File: config.mk
export PLATFORM = sky130hd
export DESIGN_NAME = mem_arb_2req_flat
export DESIGN_NICKNAME = d
export VERILOG_FILES = /design/src/rtl/mem_arb_pkg.sv /design/src/rtl/mem_arb_2req_if.sv /design/src/rtl/mem_arb_2req_rr_arb2.sv /design/src/rtl/mem_arb_2req.sv /design/src/flat_wrapper.sv
export SDC_FILE = /design/constraint.sdc
export NUM_CORES = 1
export LEC_CHECK = 0
export BUFFER_PORTS_ARGS = -buffer_cell sky130_fd_sc_hd__buf_4
export CAP_MARGIN = 5
export CORE_AREA = 2 2 95 97
export DETAILED_ROUTE_END_ITERATION = 10
export DIE_AREA = 0 0 97 99
export PLACE_DENSITY = 0.55
export SYNTH_ARGS = -nofsm -noshare
export SYNTH_HDL_FRONTEND = slang
export SYNTH_SLANG_ARGS = --single-unit
File: constraint.sdc
create_clock -name clk -period 2 [get_ports clk]
set_clock_uncertainty 0.15 [all_clocks]
set_input_delay 0.4 -clock clk [delete_from_list [all_inputs] [get_ports clk]]
set_output_delay 0.4 -clock clk [all_outputs]
set_load 0.01 [all_outputs]
File: src/rtl/mem_arb_pkg.sv
`default_nettype none
// ============================================================================
//  Module      : mem_arb_pkg
//  Description : Shared constants, command bundle type and helpers for the
//                two-requester pixel-memory arbiter.
//  Revision    : 1.0  initial release
// ============================================================================
package mem_arb_pkg;

    localparam int           REQ_NUM      = 2;
    localparam logic         ID_R0        = 1'b0;
    localparam logic         ID_R1        = 1'b1;
    localparam int           STAT_CNT_BIT = 16;

    // Memory geometry the command bundle is sized for; the arbiter's
    // ADDR_BIT/DATA_BIT parameters default to these and must track them.
    localparam int           MEM_ADDR_BIT = 10;
    localparam int           MEM_DATA_BIT = 32;

    typedef struct packed {
        logic                    we;
        logic [MEM_ADDR_BIT-1:0] addr;
        logic [MEM_DATA_BIT-1:0] wdata;
    } cmd_t;

    // Saturating increment for the grant statistics counters.
    function automatic logic [STAT_CNT_BIT-1:0] sat_inc(input logic [STAT_CNT_BIT-1:0] v);
        return (&v) ? v : v + 1'b1;
    endfunction

endpackage
`default_nettype wire

File: src/rtl/mem_arb_2req_if.sv
`default_nettype none
// ============================================================================
//  Module      : mem_arb_2req_if
//  Description : Requester-side and memory-side signal bundle of the
//                two-requester arbiter. slave = arbiter view, master = the
//                surrounding clients and memory.
//  Revision    : 1.0  initial release
// ============================================================================
interface mem_arb_2req_if #(
    parameter int ADDR_BIT = 10,
    parameter int DATA_BIT = 32
);
    logic                r0_req;
    logic                r0_we;
    logic [ADDR_BIT-1:0] r0_addr;
    logic [DATA_BIT-1:0] r0_wdata;
    logic                r0_gnt;
    logic                r0_rd_vld;
    logic [DATA_BIT-1:0] r0_rd_data;

    logic                r1_req;
    logic                r1_we;
    logic [ADDR_BIT-1:0] r1_addr;
    logic [DATA_BIT-1:0] r1_wdata;
    logic                r1_gnt;
    logic                r1_rd_vld;
    logic [DATA_BIT-1:0] r1_rd_data;

    logic                mem_wr_en;
    logic [ADDR_BIT-1:0] mem_wr_addr;
    logic [DATA_BIT-1:0] mem_wr_data;
    logic                mem_rd_en;
    logic [ADDR_BIT-1:0] mem_rd_addr;
    logic [DATA_BIT-1:0] mem_rd_data;

    modport slave (
        input  r0_req, r0_we, r0_addr, r0_wdata,
        output r0_gnt, r0_rd_vld, r0_rd_data,
        input  r1_req, r1_we, r1_addr, r1_wdata,
        output r1_gnt, r1_rd_vld, r1_rd_data,
        output mem_wr_en, mem_wr_addr, mem_wr_data, mem_rd_en, mem_rd_addr,
        input  mem_rd_data
    );

    modport master (
        output r0_req, r0_we, r0_addr, r0_wdata,
        input  r0_gnt, r0_rd_vld, r0_rd_data,
        output r1_req, r1_we, r1_addr, r1_wdata,
        input  r1_gnt, r1_rd_vld, r1_rd_data,
        input  mem_wr_en, mem_wr_addr, mem_wr_data, mem_rd_en, mem_rd_addr,
        output mem_rd_data
    );
endinterface
`default_nettype wire

File: src/rtl/mem_arb_2req_rr_arb2.sv
`default_nettype none
// ============================================================================
//  Module      : rr_arb2
//  Description : Combinational two-way round-robin grant. A lone requester
//                wins; on contention the requester not granted most recently
//                wins.
//  Revision    : 1.0  initial release
// ============================================================================
module rr_arb2
    import mem_arb_pkg::*;
(
    input  wire logic [REQ_NUM-1:0] i_req,
    input  wire logic               i_last_gnt,
    output logic      [REQ_NUM-1:0] o_gnt,
    output logic                    o_last_gnt_nxt
);

    // One-hot grant plus the winner id to remember; holds when nobody asks.
    always_comb begin
        o_gnt          = '0;
        o_last_gnt_nxt = i_last_gnt;
        case (i_req)
            2'b01: begin
                o_gnt          = 2'b01;
                o_last_gnt_nxt = ID_R0;
            end
            2'b10: begin
                o_gnt          = 2'b10;
                o_last_gnt_nxt = ID_R1;
            end
            2'b11: begin
                if (i_last_gnt == ID_R1) begin
                    o_gnt          = 2'b01;
                    o_last_gnt_nxt = ID_R0;
                end else begin
                    o_gnt          = 2'b10;
                    o_last_gnt_nxt = ID_R1;
                end
            end
            default: ;
        endcase
    end

endmodule
`default_nettype wire

File: src/rtl/mem_arb_2req.sv
`default_nettype none
// ============================================================================
//  Module      : mem_arb_2req
//  Description : Round-robin arbiter sharing one registered-read single-port
//                memory between two requesters. Grants are combinational,
//                read data returns one cycle after the grant to the issuer.
//                Optional grant statistics: define MEM_ARB_STAT_EN.
//  Revision    : 1.0  initial release
// ============================================================================
module mem_arb_2req
    import mem_arb_pkg::*;
#(
    parameter int ADDR_BIT = MEM_ADDR_BIT,
    parameter int DATA_BIT = MEM_DATA_BIT
)(
    input  wire logic            clk,
    input  wire logic            rst,
    mem_arb_2req_if.slave        bus
`ifdef MEM_ARB_STAT_EN
    ,
    input  wire logic                    stat_clr,
    output logic      [STAT_CNT_BIT-1:0] r0_gnt_cnt,
    output logic      [STAT_CNT_BIT-1:0] r1_gnt_cnt
`endif
);

    logic [REQ_NUM-1:0] w_req;
    logic [REQ_NUM-1:0] w_gnt;
    logic               w_any_gnt;
    logic               w_win;
    cmd_t               w_cmd0;
    cmd_t               w_cmd1;
    cmd_t               w_sel;

    logic               w_last_gnt_d;
    logic               r_last_gnt_q;
    logic               w_rd_pend_d;
    logic               r_rd_pend_q;
    logic               w_rd_tag_d;
    logic               r_rd_tag_q;

    // Requests are masked during reset so nothing reaches the memory.
    assign w_req = rst ? '0 : {bus.r1_req, bus.r0_req};

    rr_arb2 u_rr_arb2 (
        .i_req          (w_req),
        .i_last_gnt     (r_last_gnt_q),
        .o_gnt          (w_gnt),
        .o_last_gnt_nxt (w_last_gnt_d)
    );

    assign w_any_gnt  = |w_gnt;
    assign w_win      = w_gnt[1] ? ID_R1 : ID_R0;
    assign bus.r0_gnt = w_gnt[0];
    assign bus.r1_gnt = w_gnt[1];

    assign w_cmd0 = '{we: bus.r0_we, addr: bus.r0_addr, wdata: bus.r0_wdata};
    assign w_cmd1 = '{we: bus.r1_we, addr: bus.r1_addr, wdata: bus.r1_wdata};
    assign w_sel  = (w_win == ID_R1) ? w_cmd1 : w_cmd0;

    // Drive the winner's command onto the memory pins; zeros when not strobed.
    always_comb begin
        bus.mem_wr_en   = 1'b0;
        bus.mem_wr_addr = '0;
        bus.mem_wr_data = '0;
        bus.mem_rd_en   = 1'b0;
        bus.mem_rd_addr = '0;
        if (w_any_gnt) begin
            if (w_sel.we) begin
                bus.mem_wr_en   = 1'b1;
                bus.mem_wr_addr = w_sel.addr;
                bus.mem_wr_data = w_sel.wdata;
            end else begin
                bus.mem_rd_en   = 1'b1;
                bus.mem_rd_addr = w_sel.addr;
            end
        end
    end

    // Remember whether a read was issued this cycle and by whom.
    always_comb begin
        w_rd_pend_d = w_any_gnt & ~w_sel.we;
        w_rd_tag_d  = w_any_gnt ? w_win : r_rd_tag_q;
    end

    // Arbitration history and read-return tag pipeline.
    always_ff @(posedge clk) begin
        if (rst) begin
            r_last_gnt_q <= ID_R1;
            r_rd_pend_q  <= 1'b0;
            r_rd_tag_q   <= ID_R0;
        end else begin
            r_last_gnt_q <= w_last_gnt_d;
            r_rd_pend_q  <= w_rd_pend_d;
            r_rd_tag_q   <= w_rd_tag_d;
        end
    end

    // A read granted just before reset must not surface while reset is high.
    assign bus.r0_rd_vld  = ~rst & r_rd_pend_q & (r_rd_tag_q == ID_R0);
    assign bus.r1_rd_vld  = ~rst & r_rd_pend_q & (r_rd_tag_q == ID_R1);
    assign bus.r0_rd_data = bus.mem_rd_data;
    assign bus.r1_rd_data = bus.mem_rd_data;

`ifdef MEM_ARB_STAT_EN
    logic [STAT_CNT_BIT-1:0] w_r0_gnt_cnt_d;
    logic [STAT_CNT_BIT-1:0] r_r0_gnt_cnt_q;
    logic [STAT_CNT_BIT-1:0] w_r1_gnt_cnt_d;
    logic [STAT_CNT_BIT-1:0] r_r1_gnt_cnt_q;

    // Saturating grant counters; clear wins over increment.
    always_comb begin
        w_r0_gnt_cnt_d = r_r0_gnt_cnt_q;
        w_r1_gnt_cnt_d = r_r1_gnt_cnt_q;
        if (stat_clr) begin
            w_r0_gnt_cnt_d = '0;
            w_r1_gnt_cnt_d = '0;
        end else begin
            if (w_gnt[0]) w_r0_gnt_cnt_d = sat_inc(r_r0_gnt_cnt_q);
            if (w_gnt[1]) w_r1_gnt_cnt_d = sat_inc(r_r1_gnt_cnt_q);
        end
    end

    // Statistics registers.
    always_ff @(posedge clk) begin
        if (rst) begin
            r_r0_gnt_cnt_q <= '0;
            r_r1_gnt_cnt_q <= '0;
        end else begin
            r_r0_gnt_cnt_q <= w_r0_gnt_cnt_d;
            r_r1_gnt_cnt_q <= w_r1_gnt_cnt_d;
        end
    end

    assign r0_gnt_cnt = r_r0_gnt_cnt_q;
    assign r1_gnt_cnt = r_r1_gnt_cnt_q;
`endif

endmodule
`default_nettype wire

File: src/flat_wrapper.sv
// flat-port wrapper written by rule: the top's interface ports become plain ports
module mem_arb_2req_flat import mem_arb_pkg::*;
#(
    parameter int ADDR_BIT = MEM_ADDR_BIT,
    parameter int DATA_BIT = MEM_DATA_BIT
)
  (clk, rst, bus_r0_req, bus_r0_we, bus_r0_addr, bus_r0_wdata, bus_r0_gnt, bus_r0_rd_vld, bus_r0_rd_data, bus_r1_req, bus_r1_we, bus_r1_addr, bus_r1_wdata, bus_r1_gnt, bus_r1_rd_vld, bus_r1_rd_data, bus_mem_wr_en, bus_mem_wr_addr, bus_mem_wr_data, bus_mem_rd_en, bus_mem_rd_addr, bus_mem_rd_data);
  mem_arb_2req_if #(.ADDR_BIT(ADDR_BIT), .DATA_BIT(DATA_BIT)) bus_i ();
  input  wire logic clk;
  input  wire logic rst;
  input wire logic [$bits(bus_i.r0_req)-1:0] bus_r0_req;
  input wire logic [$bits(bus_i.r0_we)-1:0] bus_r0_we;
  input wire logic [$bits(bus_i.r0_addr)-1:0] bus_r0_addr;
  input wire logic [$bits(bus_i.r0_wdata)-1:0] bus_r0_wdata;
  output wire logic [$bits(bus_i.r0_gnt)-1:0] bus_r0_gnt;
  output wire logic [$bits(bus_i.r0_rd_vld)-1:0] bus_r0_rd_vld;
  output wire logic [$bits(bus_i.r0_rd_data)-1:0] bus_r0_rd_data;
  input wire logic [$bits(bus_i.r1_req)-1:0] bus_r1_req;
  input wire logic [$bits(bus_i.r1_we)-1:0] bus_r1_we;
  input wire logic [$bits(bus_i.r1_addr)-1:0] bus_r1_addr;
  input wire logic [$bits(bus_i.r1_wdata)-1:0] bus_r1_wdata;
  output wire logic [$bits(bus_i.r1_gnt)-1:0] bus_r1_gnt;
  output wire logic [$bits(bus_i.r1_rd_vld)-1:0] bus_r1_rd_vld;
  output wire logic [$bits(bus_i.r1_rd_data)-1:0] bus_r1_rd_data;
  output wire logic [$bits(bus_i.mem_wr_en)-1:0] bus_mem_wr_en;
  output wire logic [$bits(bus_i.mem_wr_addr)-1:0] bus_mem_wr_addr;
  output wire logic [$bits(bus_i.mem_wr_data)-1:0] bus_mem_wr_data;
  output wire logic [$bits(bus_i.mem_rd_en)-1:0] bus_mem_rd_en;
  output wire logic [$bits(bus_i.mem_rd_addr)-1:0] bus_mem_rd_addr;
  input wire logic [$bits(bus_i.mem_rd_data)-1:0] bus_mem_rd_data;
  assign bus_i.r0_req = bus_r0_req;
  assign bus_i.r0_we = bus_r0_we;
  assign bus_i.r0_addr = bus_r0_addr;
  assign bus_i.r0_wdata = bus_r0_wdata;
  assign bus_r0_gnt = bus_i.r0_gnt;
  assign bus_r0_rd_vld = bus_i.r0_rd_vld;
  assign bus_r0_rd_data = bus_i.r0_rd_data;
  assign bus_i.r1_req = bus_r1_req;
  assign bus_i.r1_we = bus_r1_we;
  assign bus_i.r1_addr = bus_r1_addr;
  assign bus_i.r1_wdata = bus_r1_wdata;
  assign bus_r1_gnt = bus_i.r1_gnt;
  assign bus_r1_rd_vld = bus_i.r1_rd_vld;
  assign bus_r1_rd_data = bus_i.r1_rd_data;
  assign bus_mem_wr_en = bus_i.mem_wr_en;
  assign bus_mem_wr_addr = bus_i.mem_wr_addr;
  assign bus_mem_wr_data = bus_i.mem_wr_data;
  assign bus_mem_rd_en = bus_i.mem_rd_en;
  assign bus_mem_rd_addr = bus_i.mem_rd_addr;
  assign bus_i.mem_rd_data = bus_mem_rd_data;
  mem_arb_2req #(.ADDR_BIT(ADDR_BIT), .DATA_BIT(DATA_BIT)) u_core (.clk(clk), .rst(rst), .bus(bus_i));
endmodule
==> flow_summary.toml, run 1 <==
[synth]
syn_area_per_cell_sq_um = 6.62
synth.distinct_cells = 21
syn-instance-count = 249
mappedNetlistArea_sq_um = 1650
synthTopCellsByArea = "sky130_fd_sc_hd__buf_4 30%, sky130_fd_sc_hd__nand3b_1 19%, sky130_fd_sc_hd__a21oi_1 13%"
synth-warning-count = 0
synth.net_count = 371
synth_seq_area_share_pct = 3.64
synth_seq_cells = 3
synth_area_leader_cell = "sky130_fd_sc_hd__buf_4"
synth_largest_type_area_fraction_pct = 30.0

[hold_path]
worstHoldPathCells = 2
hold_start = "u_core.r_last_gnt_q"
worstHoldPathType = "reg2reg"
holdPathEnd = "u_core.r_last_gnt_q"

[grt]
globalRouteMet1Util_pct = 13.2
antenna_violations_before_repair = 0
grt.busiest_layer = "met2"
grt_remaining_overflow = 0
grt_first_pass_wirelength_mm = 9.71
grt_pass1_vias = 2028
grt_util_met2_pct = 22.4
gr_layer_usage_met3_pct = 1.99
grt_start_max_net_pins = 55
grt_usage_pct = 12.1

[route]
via_count = 2070
first_iter_violations = 39
wl_per_cell_microns = 15.5
drtAntennaViolNets = 0
number_of_search_and_repair_iterations_in_the_first_detailed_routing_pass = 4
drt-total-wl_mm = 6.88
via_per_inst = 4.67
drc = 0

[die]
fp.dieH_microns = 99
die_width_microns = 97
die_area_sq_um = 9600
core_area_sq_um = 8550
num_rows = 34
io_pins = 244
start_util_pct = 19.3

[critical_path]
crit_path_cell_trace = "a21boi_4, buf_12, a32oi_4, buf_12, buf_16, a21oi_1, buf_4"
critical_path.most_common_cell = "sky130_fd_sc_hd__buf_12"
r2r_setup_slack_ns = 0.70
critPathTopFamily = "buffers and inverters"
crit-reg2reg-launch = "u_core.r_last_gnt_q"
cp.required_ns = 1.45
crit_path_max_incr_delay_ns = 0.35
rr_worst_depth = 5
critical_path_maximum_fanout = 8
start_kind = "flip-flop"
worst_r2r_endpoint = "u_core.r_rd_pend_q"
cp.buffers_inverters = 4
worst_path_cell_with_the_longest_stage_delay = "sky130_fd_sc_hd__dfxtp_4"
critical_path_arrival_ns = 1.52
worstSetupEndpointType = "output pin"
category_of_the_critical_setup_timing_path = "reg2out"

[final_layout]
syn2layout_area_growth_pct = 73.5
layout.cells.most_common_list = "151 x sky130_fd_sc_hd__buf_4, 46 x sky130_fd_sc_hd__a21oi_2, 42 x sky130_fd_sc_hd__nand3b_1, 32 x sky130_fd_sc_hd__o21ai_0, 8 x sky130_fd_sc_hd__a21oi_1"
diodes = 0
drive_above_1_share_pct = 68.1
fillerInstances = 938
most_frequent_standard_cell_in_the_layout_excluding_fill_and_tap_cells = "sky130_fd_sc_hd__buf_4"
finish.utilization_pct = 33.5
layout.nets = 458
final-instance-count-excl-fill = 443

[pwr]
static-leakage-power_uw = 0.00124
worst_ir_drop_vdd_mv = 0.0947
power-per-cell-area_nw_per_um2 = 294
total_power_uw = 842

[timing]
number_of_hold_slack_violations_in_the_final_timing_report = 0
fin_crit_sh_pct = 103
fmax_ghz = 0.483
max-slew-margin-rel_pct = 80.6
rsz0062_at_grt = "true"
setup_total_negative_slack_ns = -1.70
setup_viol = 44
worst_slew_pin_slew_ns = 0.291
setup_ws_ns = -0.0695
drv_slew = 0
finalWorstPathRequiredPeriod_ns = 2.07

[clock_tree]
htree_levels = 1
hold_buffers = 0
tritoncts = "yes"
insertion_delay_ns = 0.21
cts_buffers = 3
worst_setup_hold_path_clk_slew_ns = 0.03
clk_path_buf_depth = 2
numClockSinks = 3
clock-root-buffer = "sky130_fd_sc_hd__clkbuf_8"

[placement]
dp_worst_setup_slack_ns = -0.0646
placedCellCount = 430
io_buffer_count = 147
globalplace.congestion = 0.729
detailedPlacementHpwl_mm = 4.82

[job]
max_cap_viol_count = 0

[outcome]
violated_checks = "negative setup slack"
result_of_the_run = "finished, violations left"
-- stage by stage --
| stage | cell area, sq um | hold WS [ns] |
|---|---|---|
| 2_1_floorplan | 1650 | 0.322 |
| 5_1_grt | 2860 | 0.380 |
| 6_report | 2860 | 0.356 |
| 3_3_place_gp | 2430 | 0.339 |
| 3_5_place_dp | 2430 | 0.374 |
| 4_1_cts | 2630 | 0.370 |
-- layer usage --
metal / part of all wire, % / wire length [microns]
met1: 36 / 2510
met2: 53 / 3650
met3: 7.2 / 493
met4: 3.3 / 227
met5: 0 / 0
-- flip-flops by register name, indices dropped and copies added (netlist names) --
register,flops
u_core.r_last_gnt_q,1
u_core.r_rd_pend_q,1
u_core.r_rd_tag_q,1
-- where the power goes --
group / internal (uW) / total [uW] / switching, uW
logic: 333 / 600 / 266
clock network: 136 / 174 / 38.1
registers: 64.6 / 68.5 / 3.85
-- synthesized netlist by cell type --
library cell	number
sky130_fd_sc_hd__buf_4	66
sky130_fd_sc_hd__a21oi_1	44
sky130_fd_sc_hd__nand3b_1	42
sky130_fd_sc_hd__o21ai_0	42
sky130_fd_sc_hd__clkbuf_1	13
sky130_fd_sc_hd__a21oi_2	10
sky130_fd_sc_hd__buf_2	5
sky130_fd_sc_hd__nor2_1	5
sky130_fd_sc_hd__buf_6	4
sky130_fd_sc_hd__dfxtp_1	3
sky130_fd_sc_hd__inv_1	3
sky130_fd_sc_hd__nand2_1	2
sky130_fd_sc_hd__nor2b_1	2
sky130_fd_sc_hd__a21bo_2	1
sky130_fd_sc_hd__a21boi_4	1
sky130_fd_sc_hd__a32oi_1	1
sky130_fd_sc_hd__a32oi_4	1
sky130_fd_sc_hd__and3b_1	1
sky130_fd_sc_hd__inv_2	1
sky130_fd_sc_hd__nand2b_1	1
sky130_fd_sc_hd__nor3b_1	1
-- area by class of cell --
type | count | area (sq um) | area share, %
clock buffer | 4 | 45.0 | 1.57
inverter | 4 | 15.0 | 0.525
multi-input combinational | 154 | 1110 | 38.9
sequential | 3 | 63.8 | 2.23
tap | 108 | 135 | 4.72
timing repair buffer | 170 | 1490 | 52.0
-- what timing repair did --
item	CTS	global route
resized for setup	42	25
setup buffers	1	2
pin swaps	1	3
endpoints found under the setup margin	48	53
cloned	0	7
endpoints found under the hold margin	0	0
-- tightest hold or removal path, cell delays in order (launching register included) --
cell and delay, ns:
sky130_fd_sc_hd__dfxtp_4 0.36, sky130_fd_sc_hd__a21oi_1 0.06, sky130_fd_sc_hd__nand2_1 0.05
-- worst max-delay path by stage --
stage | start | end | slack (ns) | depth (start not counted)
global placement | bus_r0_we | bus_mem_wr_data[13] | -0.07 | 6
floorplan | bus_r0_req | bus_mem_rd_addr[2] | 0.11 | 5
CTS | u_core.r_last_gnt_q | bus_mem_wr_addr[0] | -0.05 | 6
finish | u_core.r_last_gnt_q | bus_mem_wr_addr[0] | -0.07 | 7
global route | u_core.r_last_gnt_q | bus_mem_wr_data[8] | -0.11 | 7
detailed placement | bus_r0_req | bus_mem_wr_data[28] | -0.06 | 6
-- cell families (layout without fill, tap and decap cells) --
family	after synthesis	count (layout)	synth area share, %
buffers and inverters	92	178	38.2
AO/OA/AOI/OAI	100	100	35.4
AND/OR/NAND/NOR	54	54	22.8
flip-flops	3	3	3.64
Power figures use the tool's default switching activity.
==> inputs of run 2 (changes only) <==
PLACE_DENSITY = 0.66   (was 0.55)
==> run 2 against run 1 <==
Via count decreased by 1.3%. Largest power group unchanged. Final area decreased by 8.9%. The run still ends with negative setup slack left. Sequential power increased by 1%. Sequential share of layout area increased by 0.22 points. Sequential cell count unchanged. Cell count decreased by 1.1%. Register-to-register slack improved by 0.10 ns. Clock power about the same. First-iteration DRC count decreased by 13%. Global-route usage decreased by 0.31 points. Utilization decreased by 3.0 points. Combinational power decreased by 14%.
==> flow_summary.toml, run 2 (synthesis results as in run 1) <==
[final_layout]
fillerInstances = 934
multiInputGateArea_sq_um = 1030
finish.utilization_pct = 30.5
layout.nets = 453
most_frequent_standard_cell_in_the_layout_excluding_fill_and_tap_cells = "sky130_fd_sc_hd__buf_4"
layout.cells.most_common_list = "155 x sky130_fd_sc_hd__buf_4, 42 x sky130_fd_sc_hd__nand3b_1, 36 x sky130_fd_sc_hd__o21ai_0, 33 x sky130_fd_sc_hd__a21oi_1, 19 x sky130_fd_sc_hd__a21oi_2"
drive_above_1_share_pct = 59.7
diodes = 0
final_design_area_no_fill_sq_um = 2610
top_regs = "u_core.r_last_gnt_q x1, u_core.r_rd_pend_q x1, u_core.r_rd_tag_q x1"
area_used_by_sequential_logic_in_the_layout_sq_um = 63.8
syn2layout_area_growth_pct = 58.1
final-instance-count-excl-fill = 438

[clock_tree]
numClockSinks = 3
insertion_delay_ns = 0.21
cts_buffers = 3
tritoncts = "yes"
clk_path_buf_depth = 2
worst_setup_hold_path_clk_slew_ns = 0.03
hold_buffers = 0
htree_levels = 1
clock-root-buffer = "sky130_fd_sc_hd__clkbuf_8"

[die]
die_area_sq_um = 9600
core_area_sq_um = 8550
fp.dieH_microns = 99
num_rows = 34
die_width_microns = 97
io_pins = 244
start_util_pct = 19.3

[placement]
dp_worst_setup_slack_ns = -0.0270
io_buffer_count = 147
placedInstanceArea_sq_um = 2440
globalplace.congestion = 0.803
detailedPlacementHpwl_mm = 4.66
placedCellCount = 432

[timing]
max-slew-margin-rel_pct = 80.4
fmax_ghz = 0.491
number_of_hold_slack_violations_in_the_final_timing_report = 0
setup_viol = 37
drv_slew = 0
fin_crit_sh_pct = 102
worst_slew_pin_slew_ns = 0.293
worst_hold_margin_ns = 0.364
setup_ws_ns = -0.0369
finalWorstPathRequiredPeriod_ns = 2.04
rsz0062_at_grt = "true"

[route]
via_count = 2043
number_of_search_and_repair_iterations_in_the_first_detailed_routing_pass = 4
first_iter_violations = 34
wl_per_cell_microns = 14.0
drt-total-wl_mm = 6.12
drtAntennaViolNets = 0
drc = 0
via_per_inst = 4.66

[critical_path]
critical_path_maximum_fanout = 11
cp.required_ns = 1.45
critical_path_arrival_ns = 1.49
category_of_the_critical_setup_timing_path = "reg2out"
worstSetupEndpointType = "output pin"
rr_worst_depth = 4
start_kind = "flip-flop"

[grt]
grt_remaining_overflow = 0
grt_usage_pct = 11.7
grt_start_max_net_pins = 49
grt_first_pass_wirelength_mm = 9.69
antenna_violations_before_repair = 0
grt_pass1_vias = 2032

[outcome]
violated_checks = "negative setup slack"
result_of_the_run = "finished, violations left"

[job]
max_cap_viol_count = 0

[hold_path]
worstHoldPathType = "reg2reg"
worstHoldPathCells = 2

[pwr]
power-per-cell-area_nw_per_um2 = 292
static-leakage-power_uw = 0.00116
worst_ir_drop_vdd_mv = 0.188
==> run 2: area by class of cell <==
cell class | count | share of cell area, %
timing repair buffer | 165 | 50.4
multi-input combinational | 154 | 39.6
tap | 108 | 5.18
sequential | 3 | 2.45
clock buffer | 4 | 1.73
inverter | 4 | 0.576
==> run 2: layer usage <==
metal / GRT usage (%) / up-vias / share of wire (%)
li1: - / 968 / -
met1: 13.2 / 934 / 37
met2: 21.0 / 109 / 52
met3: 2.48 / 32 / 7.5
met4: 6.07 / 0 / 4.2
met5: 0 / - / 0
==> run 2: repair_timing <==
action / CTS / global route
endpoints found under the setup margin: 54 / 54
buffers inserted: 2 / 2
pin swaps: 1 / 2
resized for setup: 10 / 29
gates cloned: 1 / 0
==> run 2: final timing paths <==
check / startpoint / end / slack [ns]
setup / recovery: u_core.r_last_gnt_q / bus_mem_rd_addr[4] / -0.04
hold reg to reg: u_core.r_last_gnt_q / u_core.r_last_gnt_q / 0.36
hold / removal: u_core.r_last_gnt_q / u_core.r_last_gnt_q / 0.36
setup reg to reg: u_core.r_last_gnt_q / u_core.r_rd_tag_q / 0.80
==> run 2: critical path, stage by stage (launching register included) <==
cell,delay (ns)
sky130_fd_sc_hd__dfxtp_4,0.35
sky130_fd_sc_hd__a21boi_4,0.29
sky130_fd_sc_hd__a32oi_2,0.12
sky130_fd_sc_hd__buf_4,0.20
sky130_fd_sc_hd__a21oi_1,0.16
sky130_fd_sc_hd__buf_4,0.15
==> run 2: power breakdown <==
| part | internal, uW | leakage, uW | switching [uW] |
|---|---|---|---|
| Clock | 136 | 0.0000228 | 38.0 |
| Sequential | 64.7 | 0.0000251 | 4.55 |
| Combinational | 285 | 0.00111 | 234 |
| Total | 485 | 0.00116 | 276 |
==> run 2: through the flow <==
step,total power (uW),TNS [ns]
after floorplan,416,0
after global placement,552,0
after detailed placement,560,-0.145
after CTS,758,-0.183
after global routing,823,-4.15
final,762,-0.366
==> inputs of run 3 (changes only) <==
SETUP_SLACK_MARGIN = 0.05   (was default)
==> run 3 against run 2 <==
The run still ends with negative setup slack left. Final area grew 1.7%. Power up 2.4%. Sequential power hardly changed. Routed wire length grew 2.2%. Non-clock buffer count increased by 5. Utilization is 0.53 points higher. Cell count is 1.1% higher. Die area unchanged. Clock power about the same. Setup slack better by 0.0014 ns. Largest cell class unchanged.
==> flow_summary.toml, run 3 (synthesis results as in run 1) <==
[outcome]
result_of_the_run = "finished, violations left"
violated_checks = "negative setup slack"

[die]
num_rows = 34
die_area_sq_um = 9600
io_pins = 244
core_area_sq_um = 8550
fp.dieH_microns = 99
die_width_microns = 97
start_util_pct = 19.3

[final_layout]
most_frequent_standard_cell_in_the_layout_excluding_fill_and_tap_cells = "sky130_fd_sc_hd__buf_4"
top_regs = "u_core.r_last_gnt_q x1, u_core.r_rd_pend_q x1, u_core.r_rd_tag_q x1"
drive_above_1_share_pct = 57.6
diodes = 0
layout.nets = 458
layout.cells.most_common_list = "156 x sky130_fd_sc_hd__buf_4, 42 x sky130_fd_sc_hd__nand3b_1, 42 x sky130_fd_sc_hd__a21oi_1, 38 x sky130_fd_sc_hd__o21ai_0, 12 x sky130_fd_sc_hd__a21oi_2"
syn2layout_area_growth_pct = 60.8

[critical_path]
critPathTopFamily = "buffers and inverters"
cp.required_ns = 1.45
crit_path_max_incr_delay_ns = 0.34
worstSetupEndpointType = "output pin"
r2r_setup_slack_ns = 0.81
crit_path_cell_trace = "nand2b_4, a32oi_4, buf_6, buf_12, a21oi_1, buf_4"
worst_r2r_endpoint = "u_core.r_rd_pend_q"
cp.buffers_inverters = 3
critical_path_arrival_ns = 1.49
worstSetupPathDepth = 6
category_of_the_critical_setup_timing_path = "reg2out"
critical_path.endpoint = "bus_mem_wr_addr[0]"
worst_path_cell_with_the_longest_stage_delay = "sky130_fd_sc_hd__dfxtp_2"
crit-reg2reg-launch = "u_core.r_last_gnt_q"
critical_path_maximum_fanout = 11
start_kind = "flip-flop"
rr_worst_depth = 4
timing.critical_path.from = "u_core.r_last_gnt_q"

[route]
drt-total-wl_mm = 6.25
first_iter_violations = 58
wl_per_cell_microns = 14.1
drtAntennaViolNets = 0
number_of_search_and_repair_iterations_in_the_first_detailed_routing_pass = 4
drc = 0
via_count = 2048
via_per_inst = 4.62

[grt]
grt_start_max_net_pins = 49
grt_usage_pct = 11.7
grt_remaining_overflow = 0
grt_first_pass_wirelength_mm = 9.69
grt_pass1_vias = 2034
antenna_violations_before_repair = 0

[timing]
fmax_ghz = 0.491
setup_ws_ns = -0.0355
setup_total_negative_slack_ns = -0.769
number_of_hold_slack_violations_in_the_final_timing_report = 0
setup_viol = 41
max-slew-margin-rel_pct = 82.7
rsz0062_at_grt = "true"
drv_slew = 0
worst_slew_pin_slew_ns = 0.257
fin_crit_sh_pct = 102
worst_hold_margin_ns = 0.304
finalWorstPathRequiredPeriod_ns = 2.04

[clock_tree]
worst_setup_hold_path_clk_slew_ns = 0.03
insertion_delay_ns = 0.21
hold_buffers = 0
htree_levels = 1
clk_path_buf_depth = 2
tritoncts = "yes"
clock-root-buffer = "sky130_fd_sc_hd__clkbuf_8"
cts_buffers = 3
numClockSinks = 3

[pwr]
comb_power_share_pct = 68.8
cellInternalPower_uw = 506
p_sw_share_pct = 35.1
static-leakage-power_uw = 0.00121
power-per-cell-area_nw_per_um2 = 294
p_switching_uw = 274
p_clk_share_pct = 22.3
worst_ir_drop_vdd_mv = 0.181
pwr-share-seq_pct = 8.9

[placement]
io_buffer_count = 147
dp_worst_setup_slack_ns = -0.0270
globalplace.congestion = 0.803
detailedPlacementHpwl_mm = 4.66

[hold_path]
worstHoldPathType = "in2reg"

[job]
max_cap_viol_count = 0
-- run 3: per-layer routing --
layer	part of all wire, %	wire [microns]	vias up	GRT usage, %
met3	7.2	448	32	2.48
met1	37	2340	937	13.2
met2	51	3200	101	20.9
met5	0	0	-	0
li1	-	-	978	-
met4	4.1	257	0	6.07
-- run 3: worst min-delay path by stage --
| stage | endpoint | cells after the start | start | slack (ns) |
|---|---|---|---|---|
| floorplan | u_core.r_rd_tag_q | 2 | u_core.r_rd_tag_q | 0.32 |
| finish | u_core.r_last_gnt_q | 3 | bus_r1_req | 0.30 |
| global placement | u_core.r_rd_tag_q | 2 | u_core.r_rd_tag_q | 0.34 |
| detailed placement | u_core.r_rd_tag_q | 2 | u_core.r_rd_tag_q | 0.37 |
| CTS | u_core.r_last_gnt_q | 3 | bus_r1_req | 0.30 |
| global route | u_core.r_last_gnt_q | 3 | bus_r1_req | 0.30 |
-- run 3: worst min-delay path: stages --
cell and delay, ns:
sky130_fd_sc_hd__buf_4 0.11, sky130_fd_sc_hd__nand2b_4 0.07, sky130_fd_sc_hd__nand2_1 0.06
-- run 3: layout make-up --
class	instances	area (sq um)
clock buffer	4	45.0
inverter	4	15.0
fill	939	5900
sequential	3	61.3
tap	108	135
timing repair buffer	170	1410
multi-input combinational	154	985
-- run 3: power by group through the flow --
stage | clock (uW) | sequential [uW] | combinational [uW]
floorplan | 0 | 68.4 | 347
global placement | 0 | 69.2 | 483
finish | 174 | 69.3 | 537
detailed placement | 0 | 69.3 | 491
global route | 190 | 69.8 | 585
CTS | 180 | 69.1 | 516
-- run 3: timing repair --
action	4_1_cts	5_1_grt
endpoints found under the setup margin	54	54
cloned	1	3
resized for setup	13	6
setup buffers	2	1
pin swaps	1	1
-- run 3: through the flow --
step / area (sq um) / power, uW / cells / utilization, %
after global routing: 2650 / 844 / 443 / 31.0
after floorplan: 1650 / 416 / 249 / -
after global placement: 2440 / 552 / 432 / 28.6
after CTS: 2560 / 765 / 439 / 30.0
after detailed placement: 2440 / 560 / 432 / 28.6
final: 2650 / 780 / 443 / 31.0
